[src/rtl/instr_encoder_if.sv]
// Bus bundles for instr_encoder: the decoded-instruction handshake from the host
// loader, and the write port toward instruction memory.
interface instr_if;
  logic       valid;
  logic       ready;
  logic [2:0] op_class;
  logic       sub;
  logic [1:0] fn;
  logic [2:0] ra;
  logic [2:0] rb;
  logic [4:0] imm;
  logic       last;

  modport master (output valid, op_class, sub, fn, ra, rb, imm, last, input ready);
  modport slave  (input valid, op_class, sub, fn, ra, rb, imm, last, output ready);
endinterface

interface mem_wr_if #(
  parameter int AW = 8
);
  logic          wen;
  logic [AW-1:0] addr;
  logic [8:0]    wdata;
  logic          ready;

  modport master (output wen, addr, wdata, input ready);
  modport slave  (input wen, addr, wdata, output ready);
endinterface

[src/rtl/instr_encoder.sv]
// instr_encoder: packs decoded fields into 9-bit ISA words, queues them in a FIFO and
// writes them to consecutive memory addresses. Define INSTR_ENC_RANGE_CHECK_EN to reject out-of-range fields.
module instr_encoder #(
  parameter int DEPTH = 4,
  parameter int AW    = 8
) (
  input  logic          clk,
  input  logic          reset_n,
  input  logic          start,
  input  logic [AW-1:0] base_addr,
  instr_if.slave        in_bus,
  mem_wr_if.master      mem_bus,
  output logic          busy,
  output logic          done,
  output logic          err,
  output logic [AW:0]   count
);
  localparam int              PW        = $clog2(DEPTH);
  localparam logic [PW:0]     OCC_FULL  = (PW+1)'(DEPTH);
  localparam logic [PW:0]     OCC_ONE   = (PW+1)'(1);
  localparam logic [PW-1:0]   PTR_ONE   = PW'(1);
  localparam logic [AW-1:0]   ADDR_ONE  = AW'(1);
  localparam logic [AW:0]     COUNT_ONE = (AW+1)'(1);
  localparam logic [AW:0]     COUNT_MAX = '1;

  localparam logic [2:0] OP_LDST  = 3'd0;
  localparam logic [2:0] OP_MOV   = 3'd1;
  localparam logic [2:0] OP_ALU   = 3'd2;
  localparam logic [2:0] OP_SHIFT = 3'd3;
  localparam logic [2:0] OP_JMP   = 3'd4;
  localparam logic [2:0] OP_BLT   = 3'd5;
  localparam logic [2:0] OP_BEQ   = 3'd6;
  localparam logic [2:0] OP_ADDI  = 3'd7;

  typedef enum logic [1:0] {S_IDLE, S_RUN, S_DRAIN, S_DONE} state_e;

  state_e        state, state_next;
  logic [8:0]    fifo_mem [DEPTH];
  logic [PW-1:0] rd_ptr, wr_idx;
  logic [PW:0]   occ, occ_next;
  logic [AW-1:0] wr_addr;
  logic [8:0]    word;
  logic          accept, reject, push, pop, start_go, full, wen;

  function automatic logic [8:0] encode(input logic [2:0] op, input logic sub,
                                        input logic [1:0] fn, input logic [2:0] ra,
                                        input logic [2:0] rb, input logic [4:0] imm);
    logic [5:0] low;
    low = '0;
    case (op)
      OP_LDST:                low = sub ? {1'b1, ra[1:0], rb} : {1'b0, ra, rb[1:0]};
      OP_MOV, OP_BLT, OP_BEQ: low = {ra, rb};
      // Unary ALU ops carry the sub-op in the Rb slot, so the operands swap places.
      OP_ALU:                 low = (fn == 2'b11) ? {fn, rb[1:0], ra[1:0]} : {fn, ra[1:0], rb[1:0]};
      OP_SHIFT:               low = {ra, imm[2:0]};
      OP_JMP:                 low = sub ? {1'b1, imm} : {2'b00, ra[1:0], rb[1:0]};
      OP_ADDI:                low = {sub, ra[1:0], imm[2:0]};
      default:                low = '0;
    endcase
    return {op, low};
  endfunction

  assign word     = encode(in_bus.op_class, in_bus.sub, in_bus.fn, in_bus.ra, in_bus.rb, in_bus.imm);
  assign full     = (occ == OCC_FULL);
  assign start_go = (state == S_IDLE) && start;
  assign accept   = in_bus.valid && in_bus.ready;
  assign push     = accept && !reject;
  assign pop      = wen && mem_bus.ready;

  assign busy          = (state == S_RUN) || (state == S_DRAIN);
  assign done          = (state == S_DONE);
  assign wen           = busy && (occ != '0);
  assign in_bus.ready  = (state == S_RUN) && !full;
  assign mem_bus.wen   = wen;
  assign mem_bus.addr  = wr_addr;
  assign mem_bus.wdata = wen ? fifo_mem[rd_ptr] : '0;

`ifdef INSTR_ENC_RANGE_CHECK_EN
  function automatic logic field_bad(input logic [2:0] op, input logic sub,
                                     input logic [1:0] fn, input logic [2:0] ra,
                                     input logic [2:0] rb, input logic [4:0] imm);
    logic bad;
    bad = 1'b0;
    case (op)
      OP_LDST:  bad = sub ? ra[2] : rb[2];
      OP_ALU:   bad = ra[2] || rb[2] || ((fn == 2'b11) && (rb[1:0] == 2'b11));
      OP_SHIFT: bad = |imm[4:3];
      OP_JMP:   bad = !sub && (ra[2] || rb[2]);
      OP_ADDI:  bad = ra[2] || (|imm[4:3]);
      default:  bad = 1'b0;
    endcase
    return bad;
  endfunction

  assign reject = field_bad(in_bus.op_class, in_bus.sub, in_bus.fn, in_bus.ra, in_bus.rb, in_bus.imm);

  always_ff @(posedge clk or negedge reset_n) begin
    if (!reset_n)                err <= 1'b0;
    else if (start_go)           err <= 1'b0;
    else if (accept && reject)   err <= 1'b1;
  end
`else
  assign reject = 1'b0;
  assign err    = 1'b0;
`endif

  always_comb begin
    // NOTE: every always_comb output gets a default first so no path can infer a latch.
    occ_next   = occ;
    state_next = state;
    if (push && !pop)      occ_next = occ + OCC_ONE;
    else if (pop && !push) occ_next = occ - OCC_ONE;
    case (state)
      S_IDLE:  if (start) state_next = S_RUN;
      S_RUN:   if (accept && in_bus.last) state_next = S_DRAIN;
      // Look at post-edge occupancy so DONE follows the final write by exactly one edge.
      S_DRAIN: if (occ_next == '0) state_next = S_DONE;
      S_DONE:  state_next = S_IDLE;
      default: state_next = S_IDLE;
    endcase
  end

  // NOTE: the storage array has no reset; occupancy and pointers define which entries are live.
  always_ff @(posedge clk) begin
    if (push) fifo_mem[wr_idx] <= word;
  end

  // NOTE: sequential state uses non-blocking assignments so all registers update together.
  always_ff @(posedge clk or negedge reset_n) begin
    if (!reset_n) begin
      state   <= S_IDLE;
      rd_ptr  <= '0;
      wr_idx  <= '0;
      occ     <= '0;
      wr_addr <= '0;
      count   <= '0;
    end else begin
      state <= state_next;
      if (start_go) begin
        rd_ptr  <= '0;
        wr_idx  <= '0;
        occ     <= '0;
        wr_addr <= base_addr;
        count   <= '0;
      end else begin
        occ <= occ_next;
        if (push) wr_idx <= wr_idx + PTR_ONE;
        if (pop) begin
          rd_ptr  <= rd_ptr + PTR_ONE;
          wr_addr <= wr_addr + ADDR_ONE;
          if (count != COUNT_MAX) count <= count + COUNT_ONE;
        end
      end
    end
  end
endmodule

[src/flat_wrapper.sv]
// flat-port wrapper written by rule: the top's interface ports become plain ports
module instr_encoder_flat 
#(
  parameter int DEPTH = 4,
  parameter int AW    = 8
)
  (clk, reset_n, start, base_addr, busy, done, err, count, in_bus_valid, in_bus_op_class, in_bus_sub, in_bus_fn, in_bus_ra, in_bus_rb, in_bus_imm, in_bus_last, in_bus_ready, mem_bus_wen, mem_bus_addr, mem_bus_wdata, mem_bus_ready);
  instr_if in_bus_i ();
  mem_wr_if #(.AW(AW)) mem_bus_i ();
  input  logic clk;
  input  logic reset_n;
  input  logic start;
  input  logic [AW-1:0] base_addr;
  output logic busy;
  output logic done;
  output logic err;
  output logic [AW:0] count;
  input wire logic [$bits(in_bus_i.valid)-1:0] in_bus_valid;
  input wire logic [$bits(in_bus_i.op_class)-1:0] in_bus_op_class;
  input wire logic [$bits(in_bus_i.sub)-1:0] in_bus_sub;
  input wire logic [$bits(in_bus_i.fn)-1:0] in_bus_fn;
  input wire logic [$bits(in_bus_i.ra)-1:0] in_bus_ra;
  input wire logic [$bits(in_bus_i.rb)-1:0] in_bus_rb;
  input wire logic [$bits(in_bus_i.imm)-1:0] in_bus_imm;
  input wire logic [$bits(in_bus_i.last)-1:0] in_bus_last;
  output wire logic [$bits(in_bus_i.ready)-1:0] in_bus_ready;
  output wire logic [$bits(mem_bus_i.wen)-1:0] mem_bus_wen;
  output wire logic [$bits(mem_bus_i.addr)-1:0] mem_bus_addr;
  output wire logic [$bits(mem_bus_i.wdata)-1:0] mem_bus_wdata;
  input wire logic [$bits(mem_bus_i.ready)-1:0] mem_bus_ready;
  assign in_bus_i.valid = in_bus_valid;
  assign in_bus_i.op_class = in_bus_op_class;
  assign in_bus_i.sub = in_bus_sub;
  assign in_bus_i.fn = in_bus_fn;
  assign in_bus_i.ra = in_bus_ra;
  assign in_bus_i.rb = in_bus_rb;
  assign in_bus_i.imm = in_bus_imm;
  assign in_bus_i.last = in_bus_last;
  assign in_bus_ready = in_bus_i.ready;
  assign mem_bus_wen = mem_bus_i.wen;
  assign mem_bus_addr = mem_bus_i.addr;
  assign mem_bus_wdata = mem_bus_i.wdata;
  assign mem_bus_i.ready = mem_bus_ready;
  instr_encoder #(.DEPTH(DEPTH), .AW(AW)) u_core (.clk(clk), .reset_n(reset_n), .start(start), .base_addr(base_addr), .in_bus(in_bus_i), .mem_bus(mem_bus_i), .busy(busy), .done(done), .err(err), .count(count));
endmodule
[config.mk]
export PLATFORM = sky130hd
export DESIGN_NAME = instr_encoder_flat
export DESIGN_NICKNAME = d
export VERILOG_FILES = /design/src/rtl/instr_encoder_if.sv /design/src/rtl/instr_encoder.sv /design/src/flat_wrapper.sv
export SDC_FILE = /design/constraint.sdc
export NUM_CORES = 1
export LEC_CHECK = 0
export BUFFER_PORTS_ARGS = -buffer_cell sky130_fd_sc_hd__buf_4
export CORE_MARGIN = 3
export CORE_UTILIZATION = 29
export DETAILED_ROUTE_END_ITERATION = 12
export GPL_TIMING_DRIVEN = 1
export HOLD_SLACK_MARGIN = 0.02
export PLACE_DENSITY = 0.57
export SETUP_SLACK_MARGIN = 0.02
export SLEW_MARGIN = 20
export SYNTH_ARGS = -nofsm -noshare
export SYNTH_HDL_FRONTEND = slang
export SYNTH_SLANG_ARGS = --single-unit
[constraint.sdc]
create_clock -name clk -period 2.25 [get_ports clk]
set_input_delay 0.1125 -clock clk [delete_from_list [all_inputs] [get_ports clk]]
set_output_delay 0.1125 -clock clk [all_outputs]
set_load 0.01 [all_outputs]
; ---- Word level (Yosys, flattened, before mapping)
; Memory sizes are Yosys's and may differ from the RTL's.
; Cells that the tools add are included.
[totals]
regBits = 26
ramBits = 36
out_inout_bits = 31
memories = 1
[memory_table]
columns = memory, words, width, read_ports, rd_clocked_by_memory_dff, write_ports, line_no
row1 = u_core.fifo_mem, 4, 9, 1, 0, 1, instr_encoder.sv:38  ; logic [8:0] fifo_mem [DEPTH];
[classes]
addsub = 6
eq_ne = 16
muxes = 23
n_reduce_logical = 22
[ops]
columns = operator, n
row1 = $mux W9, 4
row2 = $pmux W6 S6, 1
row3 = $mux W8, 2
row4 = $eq A3 B3 Y1 const B, 5
row5 = $mux W2, 7
row6 = $mux W6, 2
row7 = $add A9 B1 Y9 const B, 1
row8 = $mux W3, 3
row9 = $ne A9 B9 Y1 const B, 1
row10 = $add A8 B1 Y8 const B, 1
row11 = $logic_and A1 B1 Y1, 8
row12 = $pmux W2 S4, 1
row13 = $eq A2 B2 Y1 const B, 3
row14 = $eq A3 B2 Y1 const B, 2
row15 = $logic_not A3 Y1, 2
row16 = $ne A2 B2 Y1 const B, 3
row17 = $reduce_bool A2 Y1, 3
row18 = $add A2 B1 Y2 const B, 2
row19 = $mux W4, 1
row20 = $add A3 B1 Y3 const B, 1
row21 = $eq A3 B1 Y1 const B, 1
row22 = $logic_not A1 Y1, 3
row23 = $reduce_and A3 Y1, 1
row24 = $reduce_bool A3 Y1, 1
row25 = other kinds (7), 8

; ---- Depth between registers and ports, before layout
[logic_depth]
word_depth = 11
mapped_depth = 8

; ---- Least setup slack after synthesis
; No wires, ideal clock.
[synth_timing]
path_kind = reg-to-reg
startpoint = reg u_core.state[0]
endpoint = reg u_core.state[1]
arrival_ns = 1.951
t_required_ns = 2.146
path_slack_ns = 0.196
stages_incl_launch_ff = 8
path_buffers = 0
period_less_slack_ns = 2.054
cell_sequence = dfrtp_1 > inv_1 > ha_1 > and2_2 > a211oi_2 > or4_4 > a221o_1 > o311ai_1
[synth_between]
elab_chain_cells = 10
[synth_rtl]
columns = item, line_no
row1 = from (decl), instr_encoder.sv:37  ; state_e state, state_next;
row2 = from (signal assigned), instr_encoder.sv:138  ; state <= state_next;
row3 = $eq A2 B1 Y1 / $eq A2 B2 Y1 (equally long branches), instr_encoder.sv:70  ; assign busy = (state == S_RUN) || (state == S_DRAIN);
row4 = $logic_or A1 B1 Y1 *, instr_encoder.sv:70
row5 = via busy, flat_wrapper.sv:14  ; output logic busy;
row6 = $logic_and A1 B1 Y1 *, instr_encoder.sv:72  ; assign wen = busy && (occ != '0);
row7 = $logic_and A1 B1 Y1 *, instr_encoder.sv:68  ; assign pop = wen && mem_bus.ready;
row8 = $logic_and A1 B1 Y1 / $logic_not A1 Y1 (equally long branches), "instr_encoder.sv:112, instr_encoder.sv:111"
row9 = $mux W3 / $logic_and A1 B1 Y1 (equally long branches), "instr_encoder.sv:112, instr_encoder.sv:111"
row10 = $mux W3 *, instr_encoder.sv:111  ; if (push && !pop) occ_next = occ + OCC_ONE;
row11 = $logic_not A3 Y1 *, instr_encoder.sv:117  ; S_DRAIN: if (occ_next == '0) state_next = S_DONE;
row12 = $ne A2 B2 Y1 (no line) *, -
row13 = $reduce_and A3 Y1 (no line) *, -
; The timed path passes the listed nets; every way through them passes the cells marked *.
; A chain may end at the register's enable or synchronous reset.

; ---- Final worst setup path
[layout_timing]
startpoint = reg u_core.state[1]
endpoint = reg u_core.state[1]
[layout_between]
elab_chain_cells = 10
[layout_rtl]
columns = item, line_no
row1 = $eq A2 B1 Y1 / $eq A2 B2 Y1 (equally long branches), "instr_encoder.sv:70, instr_encoder.sv:73, instr_encoder.sv:113"
row2 = $logic_or A1 B1 Y1 / $logic_and A1 B1 Y1 (equally long branches), "instr_encoder.sv:70, instr_encoder.sv:73"
row3 = $logic_and A1 B1 Y1 (on tied branches), "instr_encoder.sv:72, instr_encoder.sv:66"
row4 = $logic_and A1 B1 Y1 / $logic_not A1 Y1 (equally long branches), "instr_encoder.sv:68, instr_encoder.sv:112"
row5 = $logic_and A1 B1 Y1 / $logic_not A1 Y1 (equally long branches), "instr_encoder.sv:112, instr_encoder.sv:111"
row6 = $mux W3 / $logic_and A1 B1 Y1 (equally long branches), "instr_encoder.sv:112, instr_encoder.sv:111"
row7 = $mux W3, instr_encoder.sv:111
row8 = $logic_not A3 Y1, instr_encoder.sv:117
row9 = $ne A2 B2 Y1 (no line), -
row10 = $reduce_and A3 Y1 (no line), -
; Parallel ways exist; a longest one is shown, timed or not.

==> results.md <==
* Run status: finished clean
* Final worst path period share at 0.945
* Worst Tran Pin Value at ~0.50 ns
* Max FO, Critical Path at 5
* Number of global-route vias before repair at 2338
* H-tree depth at 3
* Worst-case clock skew at 0.00404 ns
* Total half-perimeter wirelength after legalization and detailed placement at 5.33 mm
* Area growth syn-to-layout at 33.0%
* Synth cell types at 57
* Remaining max-slew budget at the tightest pin at 0.660
* Global-route wire length before repair at 12.0 mm
* Cells along the critical path: inv_2 > ha_2 > and2_2 > a211oi_2 > or4_4 > a221o_1 > o311ai_1
* Effective utilization at floorplan at 0.302
* Die area at around 13000 um2
* IR Drop Worst-Case VDD at 0.393 mV
* Initial antenna violation count at 0
* Final Max Slew Viols at 0
* Setup repair after global routing missed its margin: true
* Static Leakage at between 1.5 and 2 nW
* Detailed-routing iteration count for the pre-antenna-repair pass at 4
* Clock insertion delay at the later pin of the skew report at between 0.3 and 0.4 ns
* Die span in x at 113 um
* Worst Reg-to-Reg Cells at 7
* Number of nets at the end of the flow at 403
* Req. time, crit path at 2.46 ns
* Kind of capture point of the worst setup path: register
* Synthesized instance count at between 200 and 300
* Global route total overflow at 0
* Final routed DRC violation total at 0
* CTS max path bufs at 2
* Antenna fix cells at 0
* EDFF count, synth at 36
* Highest-delay cell along the critical path: or4_4
* Syn Std Cell Area at 3320 um2
* Post-layout total power at 5.53 mW
* Die height at 113 um
* Most area-consuming cells after synthesis: edfxtp_1 (33%), dfrtp_1 (20%), mux4_2 (6.1%)
* TritonCTS clock tree: done
* Critical path launch point type: register
* Final Setup Violations at 0
* Top post-synthesis cells by count: edfxtp_1 (36), nor2_1 (28), dfrtp_1 (26)
* Number of I/O port buffers at 60
* Wire length after detailed routing at 7.59 mm
* Path category of the worst min-delay check: input pin to register
* Hold Path Cell Cnt at 1
* Critical Setup Path Class: register to register
* Fill cell total of the finished layout at 1047
* Seq cells post-synth at 62
* Main flop type after synthesis: edfxtp_1
* Most used standard cell by instance count after synthesis: edfxtp_1
* Placeable core region at ~11000 um2
* Proportion of netlist area held by the largest area contributor at 0.326
* Power density over the cells at 1250 nW/um2
* Starting DRT DRC Count at 124
* Sequential element share of the synthesized area at 0.522
* Number of violations of the max-capacitance limit at 0
* Delay of the slowest cell on the worst path at 0.48 ns
* Via total after detailed routing at 2416
* Asr flop ratio synth at 0.419
* Wire per inst at 15.1 um
* Yosys synthesis warning count at 0
* Number of placement rows at 38
* Layout Utilization at 0.401
* Mean Syn Cell Area at 11.8 um2
* Num CTS Buffers at 9
* Count of clock tree sinks at 62
* Maximum clock frequency at roughly 0.47 GHz
* Number of routed nets with antenna violations at 0
* Total global-route track usage at 0.120
* Clk root buf: clkbuf_16
* Yosys top cell by area: edfxtp_1
* Ratio of cells with drive above 1 in the final layout at 0.307
* Crit path arrival time at 2.34 ns
* Vias per std cell at between 4 and 5
* Number of top-level pins at 62
* Minimum clock period after layout at 2.13 ns
* Final TNS setup at 0 ns
* CTS clk-pin slew, worst paths at 0.05 ns
* Total nets after synthesis at 326
* Final hold violation count at 0
* Final estimated routing congestion in global placement at 0.805
* Largest net degree at the start of global routing at 33
## through the flow
step | hold WS [ns] | cell area [um2] | worst slack [ns] | std cells
after floorplan | -0.183 | 3320 | 0.196 | 280
after global placement | 0.0535 | 3950 | 0.119 | 476
after detailed placement | 0.0521 | 3950 | 0.0969 | 476
after CTS | 0.0664 | 4380 | 0.0788 | 501
after global routing | 0.0723 | 4410 | 0.0187 | 502
final | 0.0882 | 4410 | 0.125 | 502
## cell families (layout without fill, tap and decap cells)
kind of cell | count (synthesis) | after routing | synth area share
AOI/OAI and AO/OA | 45 | 45 | 0.103
muxes | 16 | 16 | 0.0823
buffers and inverters | 27 | 109 | 0.0358
xor gates and xnor gates | 19 | 19 | 0.0502
DFF | 62 | 62 | 0.522
adders and majority gates | 15 | 15 | 0.0566
other | 1 | 1 | 0.00113
and+or+nand+nor | 95 | 95 | 0.149
## power by group
group | switching, mW | internal, mW | total, mW
Combinational | 1.19 | 1.14 | 2.33
Sequential | 0.205 | 1.43 | 1.64
Clock | 0.481 | 1.08 | 1.56
Total | 1.88 | 3.66 | 5.53
## area by class of cell
class                      count  area (um2)  area share
sequential                    62        1730       0.393
multi-input combinational    191        1490       0.338
timing repair buffer          77         601       0.136
clock buffer                  10         229      0.0519
tap                          140         175      0.0397
clock inverter                 6         110      0.0250
inverter                      16        72.6      0.0165
## worst paths after layout
check | startpoint | to | slack (ns)
max in group asynchronous | reset_n | u_core.mem_bus.addr[2]$_DFFE_PN0P_ | 1.75
worst min register to register | u_core.count[6]$_DFFE_PN0P_ | u_core.count[6]$_DFFE_PN0P_ | 0.57
min in group asynchronous | reset_n | u_core.count[0]$_DFFE_PN0P_ | 0.25
worst max register to register | u_core.state[1]$_DFFE_PN0P_ | u_core.state[1]$_DFFE_PN0P_ | 0.12
worst min-delay path | in_bus_op_class[2] | u_core.fifo_mem[0][8]$_DFFE_PP_ | 0.09
worst max-delay path | u_core.state[1]$_DFFE_PN0P_ | u_core.state[1]$_DFFE_PN0P_ | 0.12
## cells in the final DEF (no fill, tap or decap), types with 2 or more instances in the layout
master and instances:
buf_4 68, edfxtp_1 36, nor2_1 28, dfrtp_1 26
nand2_1 21, and3_1 14, inv_1 13, o21ai_0 13
ha_1 13, xor2_1 12, mux4_2 9, clkbuf_16 9
dlygate4sd3_1 9, mux2i_1 7, xnor2_1 7, nand3_1 6
a21oi_1 5, and3_2 4, nand4_1 4, a222oi_1 3
bufinv_16 3, o211ai_1 2, o22ai_1 2, nor3_1 2
a32oi_1 2, inv_2 2, o31ai_1 2, o2111ai_1 2
a22oi_1 2, ha_2 2
## routing by layer
metal	share of wire	wire length (um)	track usage	up-vias
met1	0.46	3520	0.160	1188
met5	0	0	0	-
met3	0.043	328	0.0294	6
met4	0.012	93	0.0457	0
li1	-	-	-	1176
met2	0.48	3660	0.190	46
## worst max-delay path, delay by kind of cell, from the launching register on
kind	cells	cell delay, ns
DFF	1	0.41
adders and majority gates	1	0.37
AOI/OAI and AO/OA	3	0.48
buffers and inverters	1	0.08
and+or+nand+nor	2	0.66
## state kept, by name, indices dropped and copies added (netlist names)
signal and cells:
u_core.count 9, u_core.wr_idx 2, u_core.occ 3, u_core.state 2, u_core.mem_bus.addr 8, u_core.rd_ptr 2, u_core.fifo_mem 36
## repair_timing
item / 4_1_cts / 5_1_grt
hold buffers: 9 / 0
setup buffers: 0 / 1
endpoints found under the hold margin: 34 / 0
setup endpoints to repair: 0 / 6
gates resized for setup: 0 / 7
No activity file was read; power rests on OpenSTA's default activity.
